==> config.mk <==
export PLATFORM = sky130hd
export DESIGN_NAME = bnn_uart_rx_flat
export DESIGN_NICKNAME = d
export VERILOG_FILES = /design/src/rtl/bnn_uart_pkg.sv /design/src/rtl/bnn_uart_rx_if.sv /design/src/rtl/bnn_byte_fifo.sv /design/src/rtl/bnn_uart_rx.sv /design/src/flat_wrapper.sv
export SDC_FILE = /design/constraint.sdc
export NUM_CORES = 1
export LEC_CHECK = 0
export CAP_MARGIN = 25
export CORE_ASPECT_RATIO = 1.75
export CORE_MARGIN = 8
export CORE_UTILIZATION = 50
export DETAILED_ROUTE_END_ITERATION = 8
export PLACE_DENSITY = 0.8
export SYNTH_ARGS = -nofsm -noshare
export SYNTH_HDL_FRONTEND = slang
export SYNTH_SLANG_ARGS = --single-unit
==> constraint.sdc <==
create_clock -name clk -period 6.6 [get_ports clk]
set_input_delay 1.98 -clock clk [delete_from_list [all_inputs] [get_ports clk]]
set_output_delay 1.98 -clock clk [all_outputs]
set_load 0.05 [all_outputs]
==> src/rtl/bnn_uart_pkg.sv <==
// rtl/bnn_uart_pkg.sv - shared types and constants for the BNN UART receive path
package bnn_uart_pkg;

    localparam int UART_DATA_BITS       = 8;
    localparam int DEFAULT_CLKS_PER_BIT = 87;

    typedef enum logic [2:0] {
        IDLE,
        START,
        DATA,
        STOP,
        WAIT_IDLE
    } rx_state_e;

endpackage

==> src/rtl/bnn_uart_rx_if.sv <==
// rtl/bnn_uart_rx_if.sv - byte stream from the UART receiver to the BNN controller
interface bnn_uart_rx_if import bnn_uart_pkg::*; ();

    logic [UART_DATA_BITS-1:0] m_data;
    logic                      m_valid;
    logic                      m_ready;

    modport master (output m_data, output m_valid, input m_ready);
    modport slave  (input m_data, input m_valid, output m_ready);

endinterface

==> src/rtl/bnn_byte_fifo.sv <==
// rtl/bnn_byte_fifo.sv - small synchronous byte FIFO with simultaneous push/pop at full
module bnn_byte_fifo import bnn_uart_pkg::*; #(
    parameter  int DEPTH = 4,
    localparam int AW    = $clog2(DEPTH),
    localparam int CW    = AW + 1
) (
    input  logic                      clk,
    input  logic                      rst_n,
    input  logic                      push,
    input  logic [UART_DATA_BITS-1:0] push_data,
    input  logic                      pop,
    output logic [UART_DATA_BITS-1:0] pop_data,
    output logic                      full,
    output logic                      empty,
    output logic [CW-1:0]             count_next
);

    logic [UART_DATA_BITS-1:0] mem [DEPTH];
    logic [AW-1:0]             wr_ptr;
    logic [AW-1:0]             rd_ptr;
    logic [CW-1:0]             count;
    logic                      pop_ok;
    logic                      push_ok;

    assign full       = (count == CW'(DEPTH));
    assign empty      = (count == '0);
    assign pop_ok     = pop & ~empty;
    // A full FIFO still accepts a byte when the head leaves in the same cycle.
    assign push_ok    = push & (~full | pop_ok);
    assign count_next = count + CW'(push_ok) - CW'(pop_ok);
    assign pop_data   = empty ? '0 : mem[rd_ptr];

    // Pointer, occupancy and storage update; pointers wrap naturally at DEPTH.
    always_ff @(posedge clk) begin
        if (!rst_n) begin
            wr_ptr <= '0;
            rd_ptr <= '0;
            count  <= '0;
        end else begin
            if (push_ok) begin
                mem[wr_ptr] <= push_data;
                wr_ptr      <= wr_ptr + AW'(1);
            end
            if (pop_ok) begin
                rd_ptr <= rd_ptr + AW'(1);
            end
            count <= count_next;
        end
    end

endmodule

==> src/rtl/bnn_uart_rx.sv <==
// rtl/bnn_uart_rx.sv - oversampling 8N1 UART receiver with byte FIFO and CTS throttle
module bnn_uart_rx import bnn_uart_pkg::*; #(
    parameter int CLKS_PER_BIT = DEFAULT_CLKS_PER_BIT,
    parameter int FIFO_DEPTH   = 4
) (
    input  logic                 clk,
    input  logic                 rst_n,
    input  logic                 rx_i,
    bnn_uart_rx_if.master        m_if,
    output logic                 cts_n,
    output logic                 frame_err,
    output logic                 overrun,
    output logic                 busy
);

    localparam int CW  = $clog2(CLKS_PER_BIT);
    localparam int IW  = $clog2(UART_DATA_BITS);
    localparam int FCW = $clog2(FIFO_DEPTH) + 1;

    localparam logic [CW-1:0] HALF_LAST = CW'(CLKS_PER_BIT / 2 - 1);
    localparam logic [CW-1:0] BIT_LAST  = CW'(CLKS_PER_BIT - 1);
    localparam logic [IW-1:0] IDX_LAST  = IW'(UART_DATA_BITS - 1);

    logic                      rx_meta;
    logic                      rx_s;
    rx_state_e                 state;
    logic [CW-1:0]             bit_cnt;
    logic [IW-1:0]             bit_idx;
    logic [UART_DATA_BITS-1:0] shift;
    logic                      push;
    logic                      pop_ok;
    logic                      fifo_full;
    logic                      fifo_empty;
    logic [FCW-1:0]            count_next;

    // Two-flop synchroniser; resets to the idle-high line level.
    always_ff @(posedge clk) begin
        if (!rst_n) begin
            rx_meta <= 1'b1;
            rx_s    <= 1'b1;
        end else begin
            rx_meta <= rx_i;
            rx_s    <= rx_meta;
        end
    end

    // Deframing FSM: mid-start qualification, mid-bit data sampling, stop check.
    always_ff @(posedge clk) begin
        if (!rst_n) begin
            state     <= IDLE;
            bit_cnt   <= '0;
            bit_idx   <= '0;
            shift     <= '0;
            frame_err <= 1'b0;
        end else begin
            frame_err <= 1'b0;
            case (state)
                IDLE: begin
                    bit_cnt <= '0;
                    bit_idx <= '0;
                    if (!rx_s) state <= START;
                end
                START: begin
                    if (bit_cnt == HALF_LAST) begin
                        bit_cnt <= '0;
                        state   <= rx_s ? IDLE : DATA;
                    end else begin
                        bit_cnt <= bit_cnt + CW'(1);
                    end
                end
                DATA: begin
                    if (bit_cnt == BIT_LAST) begin
                        bit_cnt        <= '0;
                        shift[bit_idx] <= rx_s;
                        bit_idx        <= bit_idx + IW'(1);
                        if (bit_idx == IDX_LAST) state <= STOP;
                    end else begin
                        bit_cnt <= bit_cnt + CW'(1);
                    end
                end
                STOP: begin
                    if (bit_cnt == BIT_LAST) begin
                        bit_cnt <= '0;
                        if (rx_s) begin
                            state <= IDLE;
                        end else begin
                            frame_err <= 1'b1;
                            state     <= WAIT_IDLE;
                        end
                    end else begin
                        bit_cnt <= bit_cnt + CW'(1);
                    end
                end
                WAIT_IDLE: begin
                    bit_cnt <= '0;
                    if (rx_s) state <= IDLE;
                end
                default: state <= IDLE;
            endcase
        end
    end

    assign push   = (state == STOP) && (bit_cnt == BIT_LAST) && rx_s;
    assign pop_ok = m_if.m_valid & m_if.m_ready;
    assign busy   = (state != IDLE);

    bnn_byte_fifo #(.DEPTH(FIFO_DEPTH)) u_fifo (
        .clk        (clk),
        .rst_n      (rst_n),
        .push       (push),
        .push_data  (shift),
        .pop        (m_if.m_ready),
        .pop_data   (m_if.m_data),
        .full       (fifo_full),
        .empty      (fifo_empty),
        .count_next (count_next)
    );

    assign m_if.m_valid = ~fifo_empty;

    // Flow-control and drop reporting; CTS keeps one slot spare for an in-flight byte.
    always_ff @(posedge clk) begin
        if (!rst_n) begin
            cts_n   <= 1'b1;
            overrun <= 1'b0;
        end else begin
            cts_n   <= (count_next >= FCW'(FIFO_DEPTH - 1));
            overrun <= push & fifo_full & ~pop_ok;
        end
    end

endmodule

==> src/flat_wrapper.sv <==
// flat-port wrapper written by rule: the top's interface ports become plain ports
module bnn_uart_rx_flat import bnn_uart_pkg::*;
#(
    parameter int CLKS_PER_BIT = DEFAULT_CLKS_PER_BIT,
    parameter int FIFO_DEPTH   = 4
)
  (clk, rst_n, rx_i, cts_n, frame_err, overrun, busy, m_if_m_data, m_if_m_valid, m_if_m_ready);
  bnn_uart_rx_if m_if_i ();
  input  logic clk;
  input  logic rst_n;
  input  logic rx_i;
  output logic cts_n;
  output logic frame_err;
  output logic overrun;
  output logic busy;
  output wire logic [$bits(m_if_i.m_data)-1:0] m_if_m_data;
  output wire logic [$bits(m_if_i.m_valid)-1:0] m_if_m_valid;
  input wire logic [$bits(m_if_i.m_ready)-1:0] m_if_m_ready;
  assign m_if_m_data = m_if_i.m_data;
  assign m_if_m_valid = m_if_i.m_valid;
  assign m_if_i.m_ready = m_if_m_ready;
  bnn_uart_rx #(.CLKS_PER_BIT(CLKS_PER_BIT), .FIFO_DEPTH(FIFO_DEPTH)) u_core (.clk(clk), .rst_n(rst_n), .rx_i(rx_i), .m_if(m_if_i), .cts_n(cts_n), .frame_err(frame_err), .overrun(overrun), .busy(busy));
endmodule
==> impl_metrics.yaml <==
drt:
  antenna_left: 0
  vias_per_cell: 5.34
  wirelength_um: 4880
  first_pass_iters: 4
  first_iter_violations: 84
  routedWlPerCell_um: 14.4
  dr_total_vias: 1805
  drcViolationCount: 0
yosys:
  syn_nets: 257
  synth_top_area_cell: "edfxtp_1"
  synth.yosys.seq_area_share: 0.562
  ys_ff_latch: 67
  synth_area_leaders: "edfxtp_1, dfxtp_1, mux4_2"
  synth-warning-count: 0
  syn_inst: 242
  avgSynthCellArea_um2: 12.2
  synth-async-reset-ratio: 0
  synth_commonest_cells: "dfxtp_1, edfxtp_1, nor2_1, nand2_1"
  synth_top_area_share: 0.325
  synth_cell_types: 44
  synth.most_common_cell: "dfxtp_1"
  syn-cell-area_um2: 2960
  synth_edf_count: 32
  ys.flop_type: "dfxtp_1"
sta:
  skew_ps: 7.52
  setup_viol: 0
  fmax_mhz: 227
  hold_viol_final: 0
  slew_headroom: 0.436
  setup_tns_ps: 0
  maxSlewViolCount: 0
  post-route-min-period_ps: 4410
  rsz0062_at_grt: "false"
  fin_worst_hold_slack_ps: 416
  period_share: 0.668
  setup_ws_ps: 2190
  tightestPinTransition_ps: 843
floorplan:
  core_area_um2: 5790
  row_count: 37
  die_x_um: 74.1
  initial_utilization: 0.511
  ios: 17
  die_h_um: 118
  dieArea_um2: 8720
final_layout:
  drive_above_1_share: 0.131
  diodes: 0
  areaGrowthSynthToFinish_pct: 12.8
  finalNonFillerCells: 338
  final_nets: 270
clock_network:
  root_buffer: "clkbuf_8"
  cts_inserted_buffers: 9
  clkSlewWorstSetupHoldPaths_ps: 70
  htreeDepth: 3
  clk_latency_ps: 340
  cts_tree: "done"
  cts_hold_buf: 0
  ctsResizeCount: 0
  cts_setup_buffers: 0
  ctsLongestPathBuffers: 2
  cts_sinks: 67
pwr:
  pwr-share-comb: 0.178
  p_clk_frac: 0.338
  p_sw_frac: 0.288
  total_power_w: 0.000988
  seqPwrFrac: 0.484
  ir_drop_uv: 174
  p_leak_nw: 1.25
  powerDensity_nw_per_um2: 296
  intPower_w: 0.000703
  p_sw_w: 0.000285
job:
  maxCapViolCount: 0
worst_hold_path:
  worstHoldPathType: "reg2reg"
place:
  portBuffers: 16
  place_ws_ps: 1810
  post-place-cells: 322
  dpl.hpwl_um: 3680
  gp_congestion: 0.767
setup_path:
  cp_max_fo: 8
  path_class: "reg2out"
  critPathLaunchType: "register"
  required_ps: 4620
  critPathArrivalTime_ps: 2430
  cp-end-kind: "output pin"
global_routing:
  grt_pass1_vias: 1853
  grt_first_pass_wirelength_um: 8470
  grt_overflow: 0
  antenna_found_initial: 0
  grtUsageTotal: 0.129
  grt_max_degree: 24
status:
  status: "completed"
[power by group through the flow]
stage / logic, W / clock network, W / registers (W)
floorplan: 0.000143 / 0 / 0.000478
global placement: 0.000173 / 0 / 0.000487
detailed placement: 0.000178 / 0 / 0.000488
CTS: 0.000180 / 0.000343 / 0.000479
global route: 0.000196 / 0.000363 / 0.000483
finish: 0.000176 / 0.000334 / 0.000478
[critical path, stage by stage (launching register included)]
cell and delay (ps):
dfxtp_1 660, mux4_2 560, and2_1 170, clkdlybuf4s50_1 700
[stage by stage]
step / instance area, um^2 / utilization
3_5_place_dp: 3130 / 0.541
3_3_place_gp: 3130 / 0.541
5_1_grt: 3330 / 0.576
4_1_cts: 3330 / 0.576
2_1_floorplan: 2960 / -
6_report: 3330 / 0.576
[sequential cells by signal (all words and copies together), names as in the netlist, named ones only]
| name | cells |
|---|---|
| u_core.rx_meta | 1 |
| u_core.cts_n | 1 |
| u_core.bit_cnt | 7 |
| u_core.state | 3 |
| u_core.rx_s | 1 |
| u_core.u_fifo.count | 3 |
| u_core.overrun | 1 |
| u_core.shift | 8 |
| u_core.u_fifo.mem | 32 |
| u_core.u_fifo.wr_ptr | 2 |
| u_core.bit_idx | 3 |
| u_core.frame_err | 1 |
| u_core.u_fifo.rd_ptr | 2 |
[cells in the final DEF (no fill, tap or decap), types with 3 or more instances in the layout]
| cell type | count |
|---|---|
| xnor2_1 | 5 |
| and2_1 | 12 |
| nand2b_1 | 3 |
| or3_1 | 3 |
| mux2i_1 | 9 |
| nor2_1 | 20 |
| clkdlybuf4s50_1 | 16 |
| nand3_1 | 8 |
| inv_1 | 9 |
| and3_1 | 4 |
| clkbuf_8 | 9 |
| edfxtp_1 | 32 |
| nand4_1 | 12 |
| xor2_1 | 6 |
| mux4_2 | 8 |
| nand2_1 | 17 |
| dfxtp_1 | 35 |
| and2_2 | 3 |
| a31oi_1 | 3 |
| nand4b_1 | 4 |
| ha_1 | 10 |
[kinds of logic after synthesis]
kind of cell | after synthesis | synth area share
and+or+nand+nor | 100 | 0.194
DFF | 67 | 0.562
buffers and inverters | 23 | 0.0385
muxes | 18 | 0.0953
AOI/OAI and AO/OA | 12 | 0.0284
xor gates and xnor gates | 11 | 0.0326
adders and majority gates | 11 | 0.0491
[path summary, 6_finish.rpt]
check	from	endpoint	slack, ps	cells after the start
setup / recovery	register	m_if_m_data[5]	2190	3
setup reg to reg	u_core.state[1]	u_core.cts_n	3610	10
hold / removal	u_core.rx_meta	u_core.rx_s	420	1
hold reg to reg	u_core.rx_meta	u_core.rx_s	420	1
[area by class of cell]
cell class,count,area [um^2]
flip-flops and latches,67,1660
repair buffers,16,160
multi-input cells,152,1180
clock buffers,9,124
inverters,9,33.8
fillers,482,2450
well taps,78,97.6
clock inverters,7,76.3
[metal layers]
layer / track usage / vias up / share of wire
li1: - / 899 / -
met1: 0.118 / 858 / 0.35
met2: 0.226 / 33 / 0.57
met3: 0.0375 / 15 / 0.041
met4: 0.0907 / 0 / 0.035
met5: 0 / - / 0
No activity file was read; power rests on OpenSTA's default activity.
